`src/rtl/sys_arr_pkg.sv`:
```
// sys_arr_pkg: shared defaults and index helpers for the sysArr output collector.
package sys_arr_pkg;
   localparam int WIDTH_HEIGHT = 4;
   localparam int SUM_BITS     = 16;

   function automatic int cnt_bits(input int depth);
      return $clog2(depth) + 1;
   endfunction

   function automatic int col_lsb(input int col, input int bits);
      return col * bits;
   endfunction
endpackage

```
`src/rtl/sys_arr_sync_fifo.sv`:
```
// sys_arr_sync_fifo: power-of-two synchronous FIFO that accepts a push while full if a pop happens too.
module sys_arr_sync_fifo
   import sys_arr_pkg::*;
#(
   parameter int width = 64,
   parameter int depth = 4
) (
   input  logic                       clock,
   input  logic                       reset_n,
   input  logic                       push,
   input  logic                       pop,
   input  logic [width-1:0]           din,
   output logic [width-1:0]           dout,
   output logic                       full,
   output logic                       empty,
   output logic [cnt_bits(depth)-1:0] count
);
   localparam int AW = $clog2(depth);
   localparam int CW = cnt_bits(depth);

   logic [width-1:0] r_mem [depth];
   logic [AW-1:0]    r_wr;
   logic [AW-1:0]    r_rd;
   logic [CW-1:0]    r_count;
   logic             w_pop;
   logic             w_push;

   assign full   = r_count == CW'(depth);
   assign empty  = r_count == '0;
   assign w_pop  = pop & ~empty;
   assign w_push = push & (~full | w_pop);
   assign dout   = r_mem[r_rd];
   assign count  = r_count;

   // pointers are exactly log2(depth) bits, so wrap is free
   always_ff @(posedge clock or negedge reset_n) begin
      if (!reset_n) begin
         for (int k = 0; k < depth; k++) r_mem[k] <= '0;
         r_wr    <= '0;
         r_rd    <= '0;
         r_count <= '0;
      end else begin
         if (w_push) begin
            r_mem[r_wr] <= din;
            r_wr        <= r_wr + 1'b1;
         end
         if (w_pop) r_rd <= r_rd + 1'b1;
         r_count <= r_count + CW'(w_push) - CW'(w_pop);
      end
   end
endmodule

```
`src/rtl/sys_arr_deskew.sv`:
```
// sys_arr_deskew: re-aligns diagonal sysArr column outputs into rows and queues them
// behind a valid/ready handshake, with sticky skew and overflow flags.
module sys_arr_deskew
   import sys_arr_pkg::*;
#(
   parameter int width_height = WIDTH_HEIGHT,
   parameter int fifo_depth   = 4,
   parameter int sum_bits     = SUM_BITS
) (
   input  logic                                 clock,
   input  logic                                 reset_n,
   input  logic [sum_bits*width_height-1:0]     maccin,
   input  logic [width_height-1:0]              activein,
   output logic [sum_bits*width_height-1:0]     row_data,
   output logic                                 row_valid,
   input  logic                                 row_ready,
   output logic [cnt_bits(fifo_depth)-1:0]      fifo_count,
   output logic                                 skew_err,
   output logic                                 overflow,
   input  logic                                 clear_err
);
   logic [sum_bits*width_height-1:0] w_al_data;
   logic [width_height-1:0]          w_al_v;
   logic                             w_write;
   logic                             w_skew;
   logic                             w_full;
   logic                             w_empty;
   logic                             w_drop;
   logic                             r_skew;
   logic                             r_ovf;

   // column j needs width_height-j stages so every column lands on the same edge
   for (genvar j = 0; j < width_height; j++) begin : g_col
      localparam int S = width_height - j;
      logic [sum_bits-1:0] r_d [S];
      logic [S-1:0]        r_v;
      always_ff @(posedge clock or negedge reset_n) begin
         if (!reset_n) begin
            for (int k = 0; k < S; k++) r_d[k] <= '0;
            r_v <= '0;
         end else begin
            r_d[0] <= maccin[col_lsb(j, sum_bits) +: sum_bits];
            r_v[0] <= activein[j];
            for (int k = 1; k < S; k++) begin
               r_d[k] <= r_d[k-1];
               r_v[k] <= r_v[k-1];
            end
         end
      end
      assign w_al_data[col_lsb(j, sum_bits) +: sum_bits] = r_d[S-1];
      assign w_al_v[j] = r_v[S-1];
   end

   assign w_write = &w_al_v;
   assign w_skew  = |w_al_v & ~w_write;
   assign w_drop  = w_write & w_full & ~row_ready;

   sys_arr_sync_fifo #(
      .width(sum_bits * width_height),
      .depth(fifo_depth)
   ) u_fifo (
      .clock  (clock),
      .reset_n(reset_n),
      .push   (w_write),
      .pop    (row_ready),
      .din    (w_al_data),
      .dout   (row_data),
      .full   (w_full),
      .empty  (w_empty),
      .count  (fifo_count)
   );

   assign row_valid = ~w_empty;
   assign skew_err  = r_skew;
   assign overflow  = r_ovf;

   // a set event in the same cycle as clear_err keeps the flag set
   always_ff @(posedge clock or negedge reset_n) begin
      if (!reset_n) begin
         r_skew <= 1'b0;
         r_ovf  <= 1'b0;
      end else begin
         r_skew <= w_skew ? 1'b1 : clear_err ? 1'b0 : r_skew;
         r_ovf  <= w_drop ? 1'b1 : clear_err ? 1'b0 : r_ovf;
      end
   end
endmodule

```
`config.mk`:
```
export PLATFORM = sky130hd
export DESIGN_NAME = sys_arr_deskew
export DESIGN_NICKNAME = d
export VERILOG_FILES = /design/src/rtl/sys_arr_pkg.sv /design/src/rtl/sys_arr_sync_fifo.sv /design/src/rtl/sys_arr_deskew.sv
export SDC_FILE = /design/constraint.sdc
export NUM_CORES = 1
export LEC_CHECK = 0
export CORE_MARGIN = 5
export CORE_UTILIZATION = 61
export DETAILED_ROUTE_END_ITERATION = 7
export HOLD_SLACK_MARGIN = 0.08
export PLACE_DENSITY = 0.91
export SYNTH_ARGS = -nofsm -noshare
export SYNTH_HDL_FRONTEND = slang
export SYNTH_SLANG_ARGS = --single-unit
```
`constraint.sdc`:
```
create_clock -name clock -period 4.3 [get_ports clock]
set_clock_uncertainty 0.1 [all_clocks]
set_input_delay 0.645 -clock clock [delete_from_list [all_inputs] [get_ports clock]]
set_output_delay 0.645 -clock clock [all_outputs]
set_load 0.01 [all_outputs]
```
* Word-level counts from Yosys, hierarchy flattened
Cells that the tools add are included.
** Word-level totals
- Logic and storage cells :: 58
- Bits in writable memories :: 0
- Output and inout port bits :: 70
- Memories :: 0
- Bits of input ports :: 72
- Latch bits :: 0
- Bits in registers :: 435
- Memory bits (read-only) :: 0
** Operators by class
- $lt $le $gt $ge :: 3
- Multipliers :: 0
- Equal/unequal tests :: 1
- Reductions and logical operators :: 6
- Bitwise gates (word level) :: 12
- Shift-type cells :: 0
- $add $sub $neg :: 4
- Divide/modulo/power cells :: 0
- Multiplexer cells :: 9
** Operators with widths (count)
- 256-bit bitwise mux :: 1
- 64-bit two-way mux :: 3
- 64-bit binary-select mux with 2-bit select :: 1
- 64-bit demux with 2-bit select :: 1
- 3-bit greater-or-equal comparator (second input constant) :: 2
- 2-bit NOT with 3-bit output :: 2
- 1-bit AND :: 5
- 2-bit by 1-bit adder with 2-bit output (second input constant) :: 2
- 1-bit NOT :: 4
- 4-bit AND reduction :: 1
- 2-bit nonzero test :: 2
- 4-bit OR reduction :: 1
- 3-bit by 1-bit adder with 3-bit output :: 1
- 3-bit equality test (second input constant) :: 1
- 3-bit zero test :: 1
- 3-bit by 1-bit less-than comparator with 1-bit output (second input constant) :: 1
- 1-bit two-way mux :: 3
- 3-bit by 1-bit subtractor with 3-bit output :: 1
- 1-bit logical AND :: 1
- 1-bit bitwise OR :: 1

* Depth between registers and ports, before layout
- Depth in word-level cells :: 7
- Gate-level depth with buffers :: 8
- Mapped depth without buffers :: 7

* Hierarchy
A second synthesis with hierarchy kept.
** Second synthesis, totals
- Cell total of the unflattened synthesis :: 831
- Area, all modules :: 15889.0 um^2
** By module, submodules not included
- sys_arr_sync_fifo :: instances 1, area each 11537.3 um^2, cells each 652, sequential area each 6581.3 um^2
- sys_arr_deskew :: instances 1, area each 4351.7 um^2, cells each 179, sequential area each 4304.1 um^2

* Least setup slack after synthesis
No wires, ideal clock.
- Path type :: input to register
- From :: input port row_ready
- To :: register u_fifo.r_count[2] (netlist: u_fifo.count[2])
- Setup time :: 0.127 ns
- Data required time :: 4.073 ns
- Data arrival time :: 2.250 ns
- Slack :: 1.823 ns
- Cell stages on the path :: 8
- Path buffers :: 1
- Path through :: or4b_4 -> buf_6 -> nand2_1 -> inv_1 -> ha_1 -> fa_1 -> xor2_1 -> xnor2_1
** On the way
- Word-level cells in the longest chain between the ends :: 5
** RTL lines
- from (decl) :: line sys_arr_deskew.sv:16 : input logic row_ready,
- 1-bit AND :: line sys_arr_sync_fifo.sv:30 : assign w_pop = pop & ~empty;
- 1-bit bitwise OR :: line sys_arr_sync_fifo.sv:31 : assign w_push = push & (~full | w_pop);
- 1-bit AND :: line sys_arr_sync_fifo.sv:31
- net u_fifo.w_push :: line sys_arr_sync_fifo.sv:26 : logic w_push;
- 3-bit by 1-bit adder with 3-bit output :: line sys_arr_sync_fifo.sv:48 : r_count <= r_count + CW'(w_push) - CW'(w_pop);
- 3-bit by 1-bit subtractor with 3-bit output :: line sys_arr_sync_fifo.sv:48
- to (signal assigned) :: line sys_arr_sync_fifo.sv:48
- to (decl) :: line sys_arr_sync_fifo.sv:24 : logic [CW-1:0] r_count;
The timed path passes the listed nets, and every way through them passes these cells.
A chain may end at the register's enable or synchronous reset.

* Worst setup path in the final report
- From :: register u_fifo.r_rd[0]
- To :: output port row_data[51]
** On the way
- Word-level cells in the longest chain between the ends :: 4
** RTL lines
- from (decl) :: line sys_arr_sync_fifo.sv:23 : logic [AW-1:0] r_rd;
- from (signal assigned) :: line sys_arr_sync_fifo.sv:47 : if (w_pop) r_rd <= r_rd + 1'b1;
- 2-bit NOT with 3-bit output (implied by the code) :: line sys_arr_sync_fifo.sv:32 : assign dout = r_mem[r_rd];
- 64-bit binary-select mux with 2-bit select :: line sys_arr_sync_fifo.sv:32
- 64-bit two-way mux (implied by the code) (2 in a row) :: line sys_arr_sync_fifo.sv:32
- to (decl) :: line sys_arr_deskew.sv:14 : output logic [sum_bits*width_height-1:0] row_data,
Every way passes these cells. The select of a mux whose other input is x is not followed.

==> impl_results.md <==
- Largest net degree at the start of global routing: 124
- H-tree levels: 2
- Die area: 0.0298 sq mm
- Layout cells sized above 1: 40.3%
- Overall Global Routing Usage: 20.5%
- Critical Path, Cell by Cell: buf_4 -> mux4_2 -> clkdlybuf4s50_1
- Placeable Area: 0.0261 sq mm
- Port bufs: 141
- Drc violations: 0
- Synth area leader: dfrtp_1
- Crit path max fanout: 30
- CTS-repair resized insts: 0
- FP Rows: 59
- Post-CTS setup buffers: 0
- Starting Density: 62.0%
- Crit path largest cell delay: 0.85 ns
- Worst Setup End Kind: output port
- Die height: 173 microns
- I/O Pins: 142
- CTS Hold Bufs: 0
- Antenna violations before repair: 0
- ANT nets after route: 0
- First-pass GRT wire length: 49.5 mm
- Ys Warns: 0
- Flops & latches, synth: 435
- CTS tree: built
- Worst Max-Slew Pin Slew: 1.08 ns
- Pre-CTS WS: 1.05 ns
- Synthesized area per cell: 19.4 sq um
- Final period utilization: 86.2%
- ANT cells: 0
- Relative slew slack: 28.0%
- Wire per inst: 21.9 microns
- Clock transition at path regs: 0.06 ns
- Drt pass-1 iters: 4
- GRT overflow: 0
- Critical path origin: u_fifo.r_rd[0]
- Final Cell Area: 0.0193 sq mm
- Net count, final: 1072
- Clock sinks: 435
- Minimum clock period after layout: 3.71 ns
- Power density over the cells: 740 mW/mm^2
- TritonCTS Buffers: 43
- # setup viols final: 0
- Post-synth ARST share: 100%
- Clk buf depth: 3
- Clock root cell: clkbuf_16
- Fmax: 270 MHz
- Post-synth EDFFs: 0
- Post-synthesis sequential area ratio: 67.4%
- Vias per inst: 5.65
- Initial DRC Count: 356
- Area contributors post-synth: dfrtp_1, mux2_2, mux4_2
- Max Slew Vio Count: 0
- Tot Pwr: 0.0142 W
- Crit path DAT: 2.96 ns
- Status: finished clean
- FILL cells: 1503
- Worst EP required: 3.56 ns
- Gpl congestion: 0.713
- Dpl hpwl: 17.2 mm
- Area grow syn2layout: 19.2%
- Worst VDD drop: 0.573 mV
- Setup TNS: 0 ns
- Post-Route WL: 29.7 mm
- Total number of vias: 7673
- RSZ-0062 raised after global routing: no
- Post-synthesis cell type count: 23
- Share of the synthesized area in the top cell type: 67.4%
- Synthesized area: 0.0162 sq mm
- Synthesized Nets: 910
- Most common cell in the netlist: dfrtp_1
- Clk_lat worst skew: 0.52 ns
- Slowest stage cell, crit path: dfrtp_4
- Hold Worst Slack: 0.101 ns
- Vias in the first global route: 8891
- Final Hold Viols: 0
- Max cap viols: 0
- HP Class: in2async
- PnR worst setup slack: 0.591 ns
- Type of origin of the critical path: flip-flop
- Worst reg2reg path startpoint: u_fifo.count[1]
- Area after DPL: 0.0178 sq mm
- Static Leak: 8.97 nW
- Chip width: 173 microns
- WS Path Type: reg2out
- Most used DFF post-synth: dfrtp_1
- Post-Synthesis Cells: 831
- Most frequent cells after synthesis: dfrtp_1, mux2_2, mux4_2
## kinds of logic (layout without fill, tap and decap cells)
logic type | after synthesis | in the layout | share of synthesized area, %
simple gates | 10 | 10 | 0.705
xor+xnor | 5 | 5 | 0.271
flops | 435 | 435 | 67.4
mux | 321 | 321 | 28.2
fa+ha+maj | 7 | 7 | 0.589
compound gates | 3 | 3 | 0.139
buf+inv | 50 | 242 | 2.70
## power by group
part	switching (W)	internal, W
combinational	0.00138	0.00282
clock	0.00149	0.00229
sequential	0.000923	0.00535
## cells in the final DEF, fill, tap and decap left out, drive strengths merged
cell type / n
dfrtp: 435
mux2: 257
clkdlybuf4s50: 140
mux4: 64
clkbuf: 61
buf: 17
inv: 10
clkinv: 7
ha: 6
nand3: 4
bufinv: 4
xnor2: 3
clkinvlp: 3
nand2: 2
xor2: 2
o22ai: 2
o31a: 1
and4: 1
or4b: 1
or3: 1
nor4: 1
fa: 1
## registers in the layout, indices dropped and copies added, names as in the netlist
signal        cells
u_fifo.count      3
g_col.r_v        10
overflow          1
u_fifo.r_mem    256
g_col.r_d       160
u_fifo.r_rd       2
skew_err          1
u_fifo.r_wr       2
## path summary, 6_finish.rpt
check                           slack, ns                 to  cells past startpoint
worst max-delay path                 0.59       row_data[51]                      3
worst min-delay path                 0.10  u_fifo.r_mem[201]                      1
worst max register to register       1.75  u_fifo.r_mem[149]                      4
worst min register to register       0.24   g_col[0].r_d[33]                      0
max in group asynchronous            2.92  u_fifo.r_mem[232]                      2
min in group clock                   0.24   g_col[0].r_d[33]                      0
## area by class of cell
| type | instances | area (sq um) | share of cell area (%) |
|---|---|---|---|
| clock buffer | 61 | 1270 | 6.58 |
| clock inverter | 14 | 181 | 0.942 |
| inverter | 10 | 37.5 | 0.195 |
| multi-input combinational | 346 | 4840 | 25.1 |
| sequential | 435 | 10900 | 56.6 |
| tap | 335 | 419 | 2.18 |
| timing repair buffer | 157 | 1620 | 8.43 |
## routing by layer
layer	track usage [%]	vias up	routed length, microns
met3	4.28	53	1390
met1	28.1	4133	12400
met4	5.37	0	730
met2	34.2	168	15200
met5	0	-	0
li1	-	3319	-
## critical path: cells and delay by family, from the launching register on
kind / cells / cell delay [ns]
buffers and inverters: 2 / 0.97
flip-flops: 1 / 0.85
multiplexers: 1 / 0.61
## through the flow
step | util, % | instances
after floorplan | - | 831
after global placement | 68.3 | 1283
after detailed placement | 68.3 | 1283
after CTS | 73.9 | 1358
after global routing | 73.9 | 1358
final | 73.9 | 1358
(Power assumes the default switching activity.)
